--- src/rtl/wb_arbiter.sv ---
// -----------------------------------------------------------------------------
// wb_arbiter
//
// Two-requester writeback arbiter in front of a single register-file write
// port. Each requester hands its result to a one-entry buffer. A round-robin
// grant drains one buffer per cycle into the registered write port.
//
// Ports
//   clk, rstn                 clock, asynchronous active-low reset
//   reqK_valid / reqK_ready   handshake for requester K (K = 0, 1)
//   reqK_idx/data/pc          destination index, value and producing PC
//   we, wa, wd, wpc           registered register-file write port
//   pending                   per-register "write buffered, not yet issued"
//   conflict_cnt              saturating count of cycles with both buffers full
// -----------------------------------------------------------------------------
module wb_arbiter #(
  parameter int XLEN        = 32,
  parameter int RFIDX_WIDTH = 5,
  localparam int NREG       = 2 ** RFIDX_WIDTH
) (
  input  logic                   clk,
  input  logic                   rstn,

  input  logic                   req0_valid,
  output logic                   req0_ready,
  input  logic [RFIDX_WIDTH-1:0] req0_idx,
  input  logic [XLEN-1:0]        req0_data,
  input  logic [XLEN-1:0]        req0_pc,

  input  logic                   req1_valid,
  output logic                   req1_ready,
  input  logic [RFIDX_WIDTH-1:0] req1_idx,
  input  logic [XLEN-1:0]        req1_data,
  input  logic [XLEN-1:0]        req1_pc,

  output logic                   we,
  output logic [RFIDX_WIDTH-1:0] wa,
  output logic [XLEN-1:0]        wd,
  output logic [XLEN-1:0]        wpc,
  output logic [NREG-1:0]        pending,
  output logic [15:0]            conflict_cnt
);

  // One-entry buffers, one per requester.
  logic                   buf0_full, buf1_full;
  logic [RFIDX_WIDTH-1:0] buf0_idx,  buf1_idx;
  logic [XLEN-1:0]        buf0_data, buf1_data;
  logic [XLEN-1:0]        buf0_pc,   buf1_pc;

  // Requester granted most recently (0 or 1). Resetting to 1 lets requester 0
  // win the first contention.
  logic last_grant;

  logic grant0, grant1, grant_any;
  logic xfer0, xfer1;
  logic both_full;

  logic [RFIDX_WIDTH-1:0] sel_idx;
  logic [XLEN-1:0]        sel_data;
  logic [XLEN-1:0]        sel_pc;

  // ---------------------------------------------------------------------------
  // Grant: a lone full buffer always wins; under contention the buffer that
  // was not granted last time wins.
  // ---------------------------------------------------------------------------
  assign both_full = buf0_full && buf1_full;
  assign grant0    = buf0_full && (!buf1_full || last_grant);
  assign grant1    = buf1_full && (!buf0_full || !last_grant);
  assign grant_any = grant0 || grant1;

  // Ready frees up in the same cycle the buffer drains, so a granted buffer can
  // be refilled at the same edge. Deliberately independent of valid.
  assign req0_ready = !buf0_full || grant0;
  assign req1_ready = !buf1_full || grant1;

  assign xfer0 = req0_valid && req0_ready;
  assign xfer1 = req1_valid && req1_ready;

  // Write-port source mux; grant0 and grant1 are mutually exclusive.
  always_comb begin
    // NOTE: every always_comb output gets a default first so no latch is inferred.
    sel_idx  = buf1_idx;
    sel_data = buf1_data;
    sel_pc   = buf1_pc;
    if (grant0) begin
      sel_idx  = buf0_idx;
      sel_data = buf0_data;
      sel_pc   = buf0_pc;
    end
  end

  // ---------------------------------------------------------------------------
  // Buffers. A transfer wins over the drain so grant-plus-refill keeps the
  // buffer full with the new contents.
  // ---------------------------------------------------------------------------
  always_ff @(posedge clk or negedge rstn) begin
    // NOTE: sequential state uses non-blocking assignments only, so every
    // register samples pre-edge values regardless of statement order.
    if (!rstn) begin
      buf0_full <= 1'b0;
      buf0_idx  <= '0;
      buf0_data <= '0;
      buf0_pc   <= '0;
    end else if (xfer0) begin
      buf0_full <= 1'b1;
      buf0_idx  <= req0_idx;
      buf0_data <= req0_data;
      buf0_pc   <= req0_pc;
    end else if (grant0) begin
      buf0_full <= 1'b0;
    end
  end

  always_ff @(posedge clk or negedge rstn) begin
    if (!rstn) begin
      buf1_full <= 1'b0;
      buf1_idx  <= '0;
      buf1_data <= '0;
      buf1_pc   <= '0;
    end else if (xfer1) begin
      buf1_full <= 1'b1;
      buf1_idx  <= req1_idx;
      buf1_data <= req1_data;
      buf1_pc   <= req1_pc;
    end else if (grant1) begin
      buf1_full <= 1'b0;
    end
  end

  // ---------------------------------------------------------------------------
  // Round-robin pointer and registered write port.
  // ---------------------------------------------------------------------------
  always_ff @(posedge clk or negedge rstn) begin
    if (!rstn) begin
      last_grant <= 1'b1;
    end else if (grant_any) begin
      last_grant <= grant1;
    end
  end

  always_ff @(posedge clk or negedge rstn) begin
    if (!rstn) begin
      we  <= 1'b0;
      wa  <= '0;
      wd  <= '0;
      wpc <= '0;
    end else begin
      // x0 writes are consumed like any other but never raise we.
      we <= grant_any && (sel_idx != '0);
      if (grant_any) begin
        wa  <= sel_idx;
        wd  <= sel_data;
        wpc <= sel_pc;
      end
    end
  end

  // Saturating contention counter.
  always_ff @(posedge clk or negedge rstn) begin
    if (!rstn) begin
      conflict_cnt <= '0;
    end else if (both_full && (conflict_cnt != 16'hFFFF)) begin
      conflict_cnt <= conflict_cnt + 16'd1;
    end
  end

  // ---------------------------------------------------------------------------
  // Pending scoreboard; register 0 is never pending.
  // ---------------------------------------------------------------------------
  always_comb begin
    pending = '0;
    for (int i = 1; i < NREG; i++) begin
      pending[i] = (buf0_full && (buf0_idx == RFIDX_WIDTH'(i))) ||
                   (buf1_full && (buf1_idx == RFIDX_WIDTH'(i)));
    end
  end

endmodule

--- config.mk ---
export PLATFORM = sky130hd
export DESIGN_NAME = wb_arbiter
export DESIGN_NICKNAME = d
export VERILOG_FILES = /design/src/rtl/wb_arbiter.sv
export SDC_FILE = /design/constraint.sdc
export NUM_CORES = 1
export LEC_CHECK = 0
export CORE_UTILIZATION = 40
export CTS_CLUSTER_DIAMETER = 100
export DETAILED_ROUTE_END_ITERATION = 16
export HOLD_SLACK_MARGIN = 0.03
export PLACE_DENSITY = 0.68
export SLEW_MARGIN = 15
export SYNTH_ARGS = -nofsm -noshare
export SYNTH_HDL_FRONTEND = slang
export SYNTH_SLANG_ARGS = --single-unit
export TNS_END_PERCENT = 100
--- constraint.sdc ---
create_clock -name clk -period 2.05 [get_ports clk]
set_input_delay 0.205 -clock clk [delete_from_list [all_inputs] [get_ports clk]]
set_output_delay 0.205 -clock clk [all_outputs]
set_load 0.03 [all_outputs]
[Yosys cells after proc, flatten, opt, wreduce, memory -nomap -nowiden]
Cells that the tools add are included.
Word-level totals
  memories kept: 0
  logic and storage cells: 196
  RAM bits: 0
  register bits: 227
  bits in latches: 0
  memory bits (read-only): 0
  bits of input ports: 142
Operators by class
  $mul: 0
  multiplexer cells: 7
  bitwise operators: 0
  reductions and logical operators: 111
  equal/unequal tests: 63
  $lt $le $gt $ge: 0
  div/mod/pow operators: 0
  shift-type cells: 0
  add/sub/neg operators: 1
Operators by type and width (count)
  $eq 5x5->1 const B: 32
  $eq 5x4->1 const B: 16
  $logic_and 1x1->1: 69
  $mux 32: 2
  $eq 5x3->1 const B: 8
  $logic_or 1x1->1: 36
  $eq 5x2->1 const B: 4
  $add 16x1->16 const B: 1
  $ne 16x16->1 const B: 1
  $eq 5x1->1 const B: 2
  $mux 5: 1
  $reduce_bool 5->1: 1
  $mux 1: 4
  $reduce_bool 2->1: 2
  $logic_not 1->1: 3

[Longest topological paths before layout]
  depth in word-level cells: 6
  gate-level depth with buffers: 7

[Worst setup path after synthesis]
OpenSTA, ideal clock, no wires.
  kind: register to register
  from: reg last_grant
  to: reg buf1_data[25]
  setup time: 0.125 ns
  stages on the path, launching flop included: 6
  clock period less this slack: 1.927 ns
  path buffers: 2
  path slack: 0.123 ns
  required time: 1.925 ns
  data arrival time: 1.803 ns
  path through: dfstp_2 > nand3_1 > nand2_1 > buf_4 > buf_2 > mux2_2
On the way
  cells in the longest elaborated chain, start to end: 5
Ends and longest elaborated chain
  start, declared: RTL line 52  | logic last_grant;
  start signal, assigned: RTL line 137  | last_grant <= grant1;
  $logic_not 1->1: RTL line 68  | assign grant1 = buf1_full && (!buf0_full || !last_grant);
  $logic_or 1x1->1: RTL line 68
  $logic_and 1x1->1: RTL line 68
  $logic_or 1x1->1: RTL line 74  | assign req1_ready = !buf1_full || grant1;
  named net req1_ready: RTL line 31  | output logic req1_ready,
  $logic_and 1x1->1: RTL line 77  | assign xfer1 = req1_valid && req1_ready;
  end signal, assigned: RTL line 123  | buf1_data <= req1_data;
  end, declared: RTL line 47  | logic [XLEN-1:0] buf0_data, buf1_data;
The timed path passes the listed nets, and every way through them passes these cells.
A chain may end at the register's enable or synchronous reset.

[Worst setup path in the final report]
  from: reg buf1_idx[3]
  to: out pending[2]
On the way
  cells in the longest elaborated chain, start to end: 3
Ends and longest elaborated chain
  start, declared: RTL line 46  | logic [RFIDX_WIDTH-1:0] buf0_idx, buf1_idx;
  start signal, assigned: RTL line 122  | buf1_idx <= req1_idx;
  $eq 5x2->1: RTL line 174  | (buf1_full && (buf1_idx == RFIDX_WIDTH'(i)));
  $logic_and 1x1->1: RTL line 174
  $logic_or 1x1->1: RTL line 173  | pending[i] = (buf0_full && (buf0_idx == RFIDX_WIDTH'(i))) ||
  end, declared: RTL line 40  | output logic [NREG-1:0] pending,
No other way between the ends.

==> impl_metrics.yaml <==
sta:
  timing.final.crit_share: 1.020
  hold_viol_final: 0
  min_period_ns: 2.091
  timing.fmax_ghz: 0.4781
  relSlewSlack: 0.6077
  finalSetupViolations: 13
  rsz0062_at_grt: "yes"
  fin_skew_ns: 0.007669
  finalWorstSetupSlack_ns: -0.04143
  fin_hold_ws_ns: 0.2722
  worst_pin_slew_ns: 0.5884
  slew_viol_final: 0
worst_setup_path:
  slowest_delay_ns: 0.44
  cp-start-kind: "flop"
  reg2reg_from: "buf1_full"
  cp_data_arrival_time_ns: 1.89
  path_class: "flop to output port"
  end_kind: "output port"
  startpoint: "buf1_idx[3]"
  cp_slowest_cell: "dfrtp_2"
  crit_required_ns: 1.85
  worstPathCellList: "or2_4 -> or3_4 -> o22ai_4 -> buf_6"
  crit_path_max_fanout: 5
power:
  power.clock.fraction: 0.232
  powerDensity_nw_per_um2: 1343
  leakagePower_nw: 6.066
  p_int_mw: 12.32
  combinationalPowerShare: 0.408
  seq_power_share: 0.360
  vdd_drop_max_v: 0.0008252
  switching_share: 0.3553
  p_sw_mw: 6.788
routing:
  drtIter0Drc: 310
  met3_length_mm: 2.131
  wl_per_cell_um: 18.35
  vias: 7037
  drt-total-wl_mm: 25.40
  drtPass1Iterations: 4
  avgViaCountPerCell: 5.085
  wl_met1_mm: 10.54
  top_layer: "met4"
  ant_nets: 0
  wl_met2_mm: 12.14
  drc: 0
global_routing:
  antenna_found_initial: 0
  track_usage: 0.2032
  grt_pass1_wl_mm: 39.11
  grt_pass1_vias: 7205
  grt_max_degree: 71
  grt_overflow: 0
logic_synthesis:
  synthTopCellsByCount: "dfrtp_1, mux2_2, nor2_1"
  synth_seq_area_share: 0.5875
  synth_area_leaders: "dfrtp_1, mux2_2, mux2i_1"
  synth-warning-count: 0
  synth_top_family_by_area: "multiplexers"
  synthMuxAreaShare: 0.2370
  ys_ff_latch: 227
  syn_inst: 760
  yosysTopAreaCellShare: 0.5848
  synth.cell_area_um2: 9671
  yosys.area_share.simple: 0.07763
  ys_types: 43
  synth_edf_count: 0
  avgSynthCellArea_um2: 12.72
  yosys.area_share.xor_xnor: 0.008151
  async_reset_ff_frac: 1.000
  synth_most_common_cell: "dfrtp_1"
  syn_nets: 903
  yosysTopAreaCell: "dfrtp_1"
  synth_compound_area_frac: 0.06236
  synthFlopType: "dfrtp_1"
  synthAdderAreaFrac: 0.001294
placement:
  io_buffer_count: 260
  dp_hpwl_mm: 17.21
  pre_cts_ws_ns: 0.1592
  gp_congestion: 0.8210
  placed_cells: 1321
clock_network:
  cts_max_level: 1
  cts_tree: "done"
  clockRootBuffer: "clkbuf_16"
  worstSkewPairLatency_ns: 0.50
  clk_path_buf_depth: 3
  path_clk_slew_ns: 0.06
  cts_buffers: 25
  clock-sinks: 227
worst_hold_path:
  min_path_type: "input pin to asynchronous set/reset pin"
cells_and_area:
  stdcell_count: 1384
  antennaDiodeCount: 0
  fin_util: 0.6025
  syn_to_final_growth_pct: 47.12
  fin_nets: 1193
  drive_above_1_share: 0.3042
  fillCellCount: 1908
die:
  rows: 56
  fp.coreArea_um2: 23610
  initial_core_util: 0.4095
  die_h_um: 157.5
  io_pins: 262
  dieArea_um2: 24800
  die_x_um: 157.5
outcome:
  violations: "negative setup slack"
  status: "finished, violations left"
run:
  drv_cap: 0
[worst max-delay path, delay by kind of cell (launching register included)]
kind	cells	cell delay, ns
compound gates	1	0.14
buf+inv	1	0.16
flops	1	0.44
simple gates	2	0.63
[placed cells by master (no fill, tap or decap), drive strengths merged]
cell,synthesis,final
nor4,4,4
nand4b,2,2
ha,1,1
nor3b,1,1
or3,6,6
clkbuf,16,37
o22ai,31,31
dfstp,1,1
and3,1,1
a31oi,4,4
bufinv,0,2
a41oi,1,1
dfrtp,226,226
mux2i,70,70
nand3,13,13
dlygate4sd2,0,1
nor2,81,81
nor2b,3,3
and4,2,2
o21ai,1,1
clkinv,0,4
a21oi,72,72
o311a,1,1
nand2b,8,8
inv,3,3
clkdlybuf4s50,0,226
nor4b,1,1
xor2,8,8
dlygate4sd3,0,1
mux2,141,141
or2,5,5
nand2,12,12
nand4,7,7
xnor2,1,1
conb,1,1
buf,33,83
nor3,3,3
[logic make-up (layout without fill, tap and decap cells)]
group                      count (synthesis)  after routing
DFF                                      227            227
muxes                                    211            211
and+or+nand+nor                          149            149
AOI/OAI and AO/OA                        110            110
buffers and inverters                     52            357
xor gates and xnor gates                   9              9
adders and majority gates                  1              1
other                                      1              1
[cell type report]
class                      count  area, um2  share of cell area
tap                          319      399.1             0.02805
timing repair buffer         312       3199              0.2249
multi-input combinational    481       4124              0.2899
clock inverter                 6      80.08            0.005628
inverter                       3      11.26           0.0007915
sequential                   227       5687              0.3997
clock buffer                  36      726.9             0.05109
[power by group through the flow]
stage	sequential, mW	clock (mW)	combinational (mW)
CTS	6.88	4.54	7.58
global placement	6.90	0	7.25
finish	6.88	4.43	7.79
detailed placement	6.95	0	7.33
floorplan	8.26	0	2.84
global route	7.08	4.71	8.28
[flip-flops by register name (all words and copies together) (netlist names), 5 cells and up]
signal	cells
buf0_data	32
buf0_idx	5
buf0_pc	32
buf1_data	32
buf1_idx	5
buf1_pc	32
conflict_cnt	16
wa	5
wd	32
wpc	32
[path summary, 6_finish.rpt]
kind,end,slack (ns),cells after the start
min reg2reg,buf0_data[19],0.50,1
min,buf1_idx[1],0.27,2
max reg2reg,conflict_cnt[7],0.25,6
max in group asynchronous,buf1_pc[16],1.10,3
max,pending[2],-0.04,4
min in group clk,buf1_data[2],0.31,2
[per-layer routing]
metal	vias to the layer above	global-route usage
met5	-	0
met4	0	0.05871
met3	42	0.06305
met2	232	0.3359
met1	3474	0.2552
li1	3289	-
[stage by stage]
step / total power [mW] / setup TNS [ns] / instance area, um2
2_1_floorplan: 11.10 / 0 / 9671
3_3_place_gp: 14.16 / 0 / 12870
3_5_place_dp: 14.28 / 0 / 12870
4_1_cts: 18.99 / -0.2169 / 13950
5_1_grt: 20.07 / -1.334 / 14230
6_report: 19.11 / -0.3335 / 14230
[what timing repair did]
| action | CTS | global route |
|---|---|---|
| setup endpoints to repair | 33 | 31 |
| hold endpoints to repair | 64 | 0 |
| setup buffers | 13 | 7 |
| hold buffers | 1 | 0 |
| pin swaps | 4 | 14 |
| gates resized for setup | 59 | 68 |
No activity file was read; power rests on OpenSTA's default activity.
